[config.mk]
export PLATFORM = sky130hd
export DESIGN_NAME = rfphoenix_wb_arbiter
export DESIGN_NICKNAME = d
export VERILOG_FILES = /design/src/rtl/rfphoenix_wb_arbiter.sv
export SDC_FILE = /design/constraint.sdc
export NUM_CORES = 1
export LEC_CHECK = 0
export ABC_AREA = 1
export CAP_MARGIN = 15
export CORE_AREA = 5 5 393 395
export CTS_BUF_LIST = sky130_fd_sc_hd__clkbuf_4
export DETAILED_ROUTE_END_ITERATION = 8
export DIE_AREA = 0 0 398 400
export DONT_BUFFER_PORTS = 1
export PLACE_DENSITY = 0.3
export REMOVE_ABC_BUFFERS = 1
export SYNTH_ARGS = -nofsm -noshare
export SYNTH_HDL_FRONTEND = slang
export SYNTH_SLANG_ARGS = --single-unit
[constraint.sdc]
create_clock -name clk_i -period 1.8 [get_ports clk_i]
set_clock_uncertainty 0.15 [all_clocks]
set_input_delay 0.18 -clock clk_i [delete_from_list [all_inputs] [get_ports clk_i]]
set_output_delay 0.18 -clock clk_i [all_outputs]
set_load 0.03 [all_outputs]
[src/rtl/rfphoenix_wb_arbiter.sv]
// rtl/rfphoenix_wb_arbiter.sv - three-master Wishbone round-robin arbiter with ack timeout
// Masters: 0=icache, 1=dcache, 2=dma. Grant is held for the whole m_cyc_i of the owner.
module rfphoenix_wb_arbiter #(
    parameter int unsigned TMO = 255
) (
    input  logic         clk_i,
    input  logic         rst_i,
    input  logic [2:0]   m_cyc_i,
    input  logic [2:0]   m_stb_i,
    input  logic [2:0]   m_we_i,
    input  logic [8:0]   m_cti_i,
    input  logic [5:0]   m_bte_i,
    input  logic [47:0]  m_sel_i,
    input  logic [95:0]  m_adr_i,
    input  logic [383:0] m_dat_i,
    output logic [2:0]   m_ack_o,
    output logic [2:0]   m_err_o,
    output logic [127:0] m_dat_o,
    output logic         s_cyc_o,
    output logic         s_stb_o,
    output logic         s_we_o,
    output logic [2:0]   s_cti_o,
    output logic [1:0]   s_bte_o,
    output logic [15:0]  s_sel_o,
    output logic [31:0]  s_adr_o,
    output logic [127:0] s_dat_o,
    input  logic         s_ack_i,
    input  logic         s_err_i,
    input  logic [127:0] s_dat_i,
    output logic [2:0]   gnt_o
);

    localparam logic [1:0] ST_IDLE  = 2'd0;
    localparam logic [1:0] ST_BUSY  = 2'd1;
    localparam logic [1:0] ST_ABORT = 2'd2;

    localparam logic [15:0] TMO_LIM = 16'(TMO);

    logic [1:0]  state;
    logic [1:0]  last_gnt;
    logic [15:0] tmo_cnt;
    logic [1:0]  gidx;
    logic        cyc_g;
    logic        busy;
    logic        tmo_hit;
    logic [2:0]  next_gnt;
    logic        mux_cyc;
    logic        mux_stb;
    logic        mux_we;
    logic [15:0] mux_sel;

    always_comb begin
        gidx = 2'd0;
        if (gnt_o[1]) gidx = 2'd1;
        if (gnt_o[2]) gidx = 2'd2;
    end

    // Search order starts at the master after the last owner.
    always_comb begin
        next_gnt = 3'b000;
        case (last_gnt)
            2'd0: next_gnt = m_cyc_i[1] ? 3'b010 : m_cyc_i[2] ? 3'b100 : m_cyc_i[0] ? 3'b001 : 3'b000;
            2'd1: next_gnt = m_cyc_i[2] ? 3'b100 : m_cyc_i[0] ? 3'b001 : m_cyc_i[1] ? 3'b010 : 3'b000;
            default: next_gnt = m_cyc_i[0] ? 3'b001 : m_cyc_i[1] ? 3'b010 : m_cyc_i[2] ? 3'b100 : 3'b000;
        endcase
    end

    always_comb begin
        mux_cyc = 1'b0;
        mux_stb = 1'b0;
        mux_we  = 1'b0;
        mux_sel = '0;
        s_cti_o = '0;
        s_bte_o = '0;
        s_adr_o = '0;
        s_dat_o = '0;
        for (int i = 0; i < 3; i++) begin
            if (gnt_o[i]) begin
                mux_cyc = m_cyc_i[i];
                mux_stb = m_stb_i[i];
                mux_we  = m_we_i[i];
                mux_sel = m_sel_i[16*i +: 16];
                s_cti_o = m_cti_i[3*i +: 3];
                s_bte_o = m_bte_i[2*i +: 2];
                s_adr_o = m_adr_i[32*i +: 32];
                s_dat_o = m_dat_i[128*i +: 128];
            end
        end
    end

    assign cyc_g   = |(m_cyc_i & gnt_o);
    assign busy    = (state == ST_BUSY) && !rst_i;
    // A slave response in the same cycle as the limit wins over the timeout.
    assign tmo_hit = busy && cyc_g && (tmo_cnt >= TMO_LIM) && !s_ack_i && !s_err_i;

    assign s_cyc_o = busy & mux_cyc;
    assign s_stb_o = busy & mux_stb;
    assign s_we_o  = busy & mux_we;
    assign s_sel_o = busy ? mux_sel : 16'h0000;
    assign m_ack_o = busy ? (gnt_o & {3{s_ack_i}}) : 3'b000;
    assign m_err_o = busy ? (gnt_o & {3{s_err_i | tmo_hit}}) : 3'b000;
    assign m_dat_o = s_dat_i;

    always_ff @(posedge clk_i) begin
        if (rst_i) begin
            state    <= ST_IDLE;
            gnt_o    <= 3'b000;
            last_gnt <= 2'd2;
            tmo_cnt  <= '0;
        end else begin
            case (state)
                ST_IDLE: begin
                    if (|m_cyc_i) begin
                        gnt_o   <= next_gnt;
                        state   <= ST_BUSY;
                        tmo_cnt <= '0;
                    end
                end
                ST_BUSY: begin
                    if (!cyc_g) begin
                        state    <= ST_IDLE;
                        gnt_o    <= 3'b000;
                        last_gnt <= gidx;
                    end else begin
                        if (tmo_hit) state <= ST_ABORT;
                        if (s_ack_i || s_err_i) tmo_cnt <= '0;
                        else if (s_stb_o && (tmo_cnt != 16'hFFFF)) tmo_cnt <= tmo_cnt + 16'd1;
                    end
                end
                ST_ABORT: begin
                    if (!cyc_g) begin
                        state    <= ST_IDLE;
                        gnt_o    <= 3'b000;
                        last_gnt <= gidx;
                    end
                end
                default: begin
                    state <= ST_IDLE;
                    gnt_o <= 3'b000;
                end
            endcase
        end
    end

endmodule

Word-level counts from Yosys, hierarchy flattened
Cells that the tools add are included.
{"block": "op_classes", "add_sub_neg": 1, "n_mul": 0, "n_div": 0, "n_lt_le_gt_ge": 1, "n_eq_ne": 10, "shifts": 0, "mux": 52, "n_bitwise": 8, "n_reduce_logical": 20}
{"operator": "$mux 128", "count": 3}
{"operator": "$mux 16", "count": 8}
{"operator": "$mux 32", "count": 3}
{"operator": "$mux 3", "count": 13}
{"operator": "$pmux 16 s2", "count": 1}
{"operator": "$mux 2", "count": 10}
{"operator": "$add 16x1->16 const B", "count": 1}
{"operator": "$ge 16x8->1 const B", "count": 1}
{"operator": "$ne 16x16->1 const B", "count": 1}
{"operator": "$pmux 3 s2", "count": 2}
{"operator": "$mux 1", "count": 11}
{"operator": "$and 3x3->3", "count": 3}
{"operator": "$ne 2x2->1 const B", "count": 4}
{"operator": "$logic_and 1x1->1", "count": 6}
{"operator": "$pmux 2 s3", "count": 1}
{"operator": "$reduce_or 3->1", "count": 2}
{"operator": "$eq 2x1->1 const B", "count": 2}
{"operator": "$logic_not 2->1", "count": 2}
{"operator": "$reduce_and 2->1", "count": 2}
{"operator": "$reduce_and 4->1", "count": 1}
{"operator": "$and 1x1->1", "count": 3}
{"operator": "$logic_not 1->1", "count": 3}
{"operator": "$ne 3x1->1 const B", "count": 1}
{"operator": "$ne 3x3->1 const B", "count": 1}
{"operator": "other kinds (7)", "count": 7}
{"block": "word_totals", "ff_bits": 23, "latchBits": 0, "mem_bits_rw": 0, "mem_bits_ro": 0, "input_bits": 684, "out_inout_bits": 321, "n_memories": 0}

Logic depth before layout (Yosys ltp)
{"block": "depth", "ltp_word": 9, "mapped_depth": 13, "mapped_depth_nobuf": 12}

Worst setup path after synthesis
No wires, ideal clock.
{"block": "synth_path", "kind": "register to output", "from": "register gnt_o[1]", "to": "output s_dat_o[51]", "arrival_ps": 2019, "setup_slack_ps": -549, "stages_incl_launch_ff": 6, "n_path_buf": 3, "cell_sequence": "dfxtp_1 buf_6 clkbuf_1 clkbuf_1 a22oi_1 o21ai_0"}
{"block": "synth_between", "elab_chain_len": 2}
{"item": "start, declared", "line": "30", "rtl": "output logic [2:0] gnt_o"}
{"item": "start signal, assigned", "line": "114", "rtl": "gnt_o <= next_gnt;"}
{"item": "$mux 128 (2 in series)", "line": "78", "rtl": "if (gnt_o[i]) begin"}
{"item": "end, declared", "line": "26", "rtl": "output logic [127:0] s_dat_o,"}
Every way passes these cells.

Final worst setup path
{"block": "layout_path", "from": "register gnt_o[1]", "to": "output s_dat_o[106]"}
The elaborated chain is that of the path after synthesis.

==> impl_results.md <==
- Unrepaired setup endpoints after global routing: yes
- Gate count after technology mapping: 1062
- Routing usage on met3: 0.111
- First-pass iteration count of the detailed router: 7
- Vias after detailed routing: 9660
- Iteration-0 DRC Markers: 789
- Launching element type of the critical path: flip-flop
- Yosys top cell by area: sky130_fd_sc_hd__a22oi_1
- Met2 demand-to-capacity share in global routing: 0.160
- Post-detailed-routing wire length: 106 mm
- Cell Int Power: 2.87 mW
- Clock-pin slew of the registers on the worst-case setup and hold paths: 0.17 ns
- # IOs: 1005
- Synthesized-area fraction occupied by adder cells: 0.00819
- Headroom to the max-slew limit: 0.551
- Maximum single-stage delay on the critical path: 0.41 ns
- Launch instance of the worst register-to-register path: state[1]
- Critical Path Sink Type: output pin
- Pins Over Slew Limit: 0
- Tmin final: 2.26 ns
- Total power per unit cell area: 506 nW/um^2
- Wire length of the first global-routing pass: 121 mm
- Clock share of power: 0.044
- H-tree level count: 1
- Master of the slowest instance on the critical path: sky130_fd_sc_hd__dfxtp_4
- Total count of hold-check failures in the final report: 0
- Switching share of power: 0.561
- Violations in the final reports: negative setup slack
- Placement row count: 143
- Die width: 398 um
- Max clock buf depth: 2
- Number of warnings reported in the yosys synthesis log: 0
- TritonCTS clock tree: built
- Data required time of the critical path: 1.47 ns
- Largest vdd supply drop: 0.000245 V
- Clock buffer count from CTS: 3
- Most frequent cell on the critical path: sky130_fd_sc_hd__buf_12
- Maximum number of pins on one net before global-route repair: 86
- Die area: 159000 sq um
- Count of different cell masters after synthesis: 35
- Vias/cell: 2.97
- Summed instance area of the synthesized netlist: 6110 sq um
- Actual slew at the worst max-slew pin: 0.671 ns
- Critical Path AT: 1.93 ns
- Per-instance average area after synthesis: 5.75 sq um
- Number of maximum-capacitance violations: 0
- Crit path setup slack, layout: -0.456 ns
- Overflow left after global routing: 0
- Origin of the worst setup path: gnt_o[1]
- Worst Setup EP: s_dat_o[106]
- Post-synthesis mux area share: 0
- Drt wl/cell: 32.5 um
- Detailed Place HPWL: 88.5 mm
- Cell at the root of the clock tree: sky130_fd_sc_hd__clkbuf_4
- Logic gate share of total power: 0.870
- Layout-stage area growth over the synthesis result: 111%
- R2R depth: 10
- Final Wtd Congestion: 0.890
- Number of register bits inferred by synthesis: 23
- Antenna violations before repair: 43
- Synth Area in Simple Gates: 0.283
- Met1 routing resource usage after global routing: 0.135
- Type of the most critical hold path: input pin to flip-flop
- Number of buffers added on ports: 0
- Worst setup path class: flip-flop to output pin
- Area inside the core boundary: 151000 sq um
- Post-route antenna net violation count: 0
- Max Fclk: 0.443 GHz
- Fraction of final layout cells sized beyond drive strength 1: 0.488
- DRC viols: 0
- Cells along the critical path: clkinv_4 > nand2_4 > inv_6 > buf_12 > buf_12 > a22oi_2 > buf_4 > o21ai_2 > buf_6
- Clock network latency to the later pin of the worst-skew pair: 0.35 ns
- Final setup violation count: 212
- Most used routing layer in global routing: met2
- Sink Count: 23
- Sequential cell area fraction in the yosys report: 0.0754
- Design Area, Final: 12900 sq um
- Seq pwr share: 0.085
- Finished Core Util: 0.0856
- Critical path peak fanout: 9
- Top cells by area in the synthesized netlist: sky130_fd_sc_hd__a22oi_1 20%, sky130_fd_sc_hd__nand2_1 17%, sky130_fd_sc_hd__buf_4 16%
- GRT Resource Usage Total: 0.121
- Vias in the first global route: 9093
- Compound-Gate Fraction of Synth Area: 0.382
- Dominant combinational cell family by area after synthesis: compound AO/OA/AOI/OAI gates
- Crit Reg-Reg Endpoint: gnt_o[2]
- Register-to-register setup slack: -0.16 ns
- NetSw: 3.67 mW
- Starting Density: 0.0405
- Xor-xnor portion of the synthesized cell area: 0.00143
- Share of the synthesized area in the top cell type: 0.202
- Placement Cell Area: 10500 sq um
- Outcome: finished with violations
- Post-route clock period utilization: 1.25
- Leakage: 3.90 nW
- DIE HEIGHT: 400 um
- Post-layout net count: 1888
[state kept, by name, indices dropped and copies added (netlist names)]
| signal | flops |
|---|---|
| tmo_cnt | 16 |
| gnt_o | 3 |
| last_gnt | 2 |
| state | 2 |
[final cells by class]
class | count | area [sq um]
multi-input cells | 784 | 5240
well taps | 2030 | 2540
diodes | 23 | 57.6
fillers | 17600 | 138000
inverters | 40 | 173
clock buffers | 3 | 22.5
clock inverters | 1 | 5.00
repair buffers | 348 | 4400
flip-flops and latches | 23 | 475
[worst min-delay path by stage]
stage,slack (ns),cells past startpoint,end,from
2_1_floorplan,0.1,1,gnt_o[0],rst_i
3_3_place_gp,0.11,1,gnt_o[2],rst_i
3_5_place_dp,0.11,1,gnt_o[1],rst_i
4_1_cts,0.008,5,state[1],s_err_i
5_1_grt,0.02,5,state[1],s_err_i
6_report,0.04,5,state[1],s_err_i
[cells in the mapped netlist]
cell / n
sky130_fd_sc_hd__nor2_4: 5
sky130_fd_sc_hd__or2_2: 1
sky130_fd_sc_hd__inv_4: 1
sky130_fd_sc_hd__inv_1: 35
sky130_fd_sc_hd__nor2_2: 2
sky130_fd_sc_hd__ha_1: 4
sky130_fd_sc_hd__nand4_1: 12
sky130_fd_sc_hd__nor2_1: 40
sky130_fd_sc_hd__nand3_1: 52
sky130_fd_sc_hd__buf_6: 2
sky130_fd_sc_hd__nand3b_1: 1
sky130_fd_sc_hd__nand2_4: 3
sky130_fd_sc_hd__a21oi_4: 1
sky130_fd_sc_hd__xor2_1: 1
sky130_fd_sc_hd__buf_8: 1
sky130_fd_sc_hd__clkbuf_1: 47
sky130_fd_sc_hd__a21oi_2: 1
sky130_fd_sc_hd__buf_2: 32
sky130_fd_sc_hd__o21ai_0: 169
sky130_fd_sc_hd__dfxtp_1: 23
sky130_fd_sc_hd__buf_1: 3
sky130_fd_sc_hd__o21bai_1: 1
sky130_fd_sc_hd__inv_2: 3
sky130_fd_sc_hd__a22oi_1: 164
sky130_fd_sc_hd__nand3_2: 3
sky130_fd_sc_hd__nor3_1: 8
sky130_fd_sc_hd__nand2_1: 269
sky130_fd_sc_hd__nand2_2: 6
sky130_fd_sc_hd__o211ai_1: 1
sky130_fd_sc_hd__a31oi_1: 17
sky130_fd_sc_hd__buf_4: 131
sky130_fd_sc_hd__a211o_1: 1
sky130_fd_sc_hd__nand4_2: 1
sky130_fd_sc_hd__inv_6: 1
sky130_fd_sc_hd__a21oi_1: 20
[power by group through the flow]
| stage | registers, mW | logic, mW | clock network, mW |
|---|---|---|---|
| 6_report | 0.559 | 5.69 | 0.291 |
| 5_1_grt | 0.562 | 5.99 | 0.326 |
| 4_1_cts | 0.559 | 5.54 | 0.310 |
| 3_5_place_dp | 0.573 | 4.78 | 0 |
| 3_3_place_gp | 0.574 | 4.78 | 0 |
| 2_1_floorplan | 0.713 | 1.95 | 0 |
[cells in the final DEF (no fill, tap or decap), drive strengths merged]
| cell type | instances |
|---|---|
| diode | 23 |
| bufbuf | 4 |
| a211o | 1 |
| nand3b | 1 |
| o211ai | 1 |
| inv | 39 |
| dfxtp | 23 |
| nand4 | 13 |
| a31oi | 17 |
| ha | 4 |
| or2 | 1 |
| dlygate4sd3 | 5 |
| clkbuf | 6 |
| a22oi | 164 |
| nand3 | 55 |
| xor2 | 1 |
| nor3 | 8 |
| clkinv | 2 |
| a21oi | 22 |
| o21bai | 1 |
| o21ai | 169 |
| nor2 | 47 |
| buf | 336 |
| nand2 | 279 |
[per-layer routing]
layer,share of wire,wire length [um]
met4,0.033,3540
met3,0.19,20600
met1,0.37,39400
met2,0.39,41000
met5,0.011,1200
[logic make-up (layout without fill, tap and decap cells)]
kind of cell               count (synthesis)  after routing
DFF                                       23             23
adders and majority gates                  4              4
buffers and inverters                    256            392
xor gates and xnor gates                   1              1
AOI/OAI and AO/OA                        375            375
and+or+nand+nor                          403            404
other                                      0             23
[through the flow]
step	std cells	TNS (ns)	power [mW]	setup WS (ns)	hold WS, ns
2_1_floorplan	846	-1215.55	2.67	-5.86	0.0991
3_3_place_gp	3162	-5.15	5.36	-0.272	0.114
3_5_place_dp	3162	-5.67	5.35	-0.291	0.112
4_1_cts	3215	-69.91	6.41	-0.457	0.00833
5_1_grt	3248	-83.27	6.88	-0.517	0.0235
6_report	3252	-64.50	6.54	-0.456	0.0350
[worst max-delay path, delay by kind of cell (launching register included)]
| family | cells | cell delay, ns |
|---|---|---|
| buffers and inverters | 6 | 0.72 |
| flip-flops | 1 | 0.41 |
| AO/OA/AOI/OAI | 2 | 0.34 |
| AND/OR/NAND/NOR | 1 | 0.07 |
[what timing repair did]
item,in CTS,in global routing
buffers inserted,30,10
gates resized for setup,245,152
gates cloned,16,5
hold buffers,5,0
pin swaps,30,19
endpoints found under the setup margin,205,213
hold endpoints to repair,18,0
Note: power is estimated with default switching activity, not from simulation.
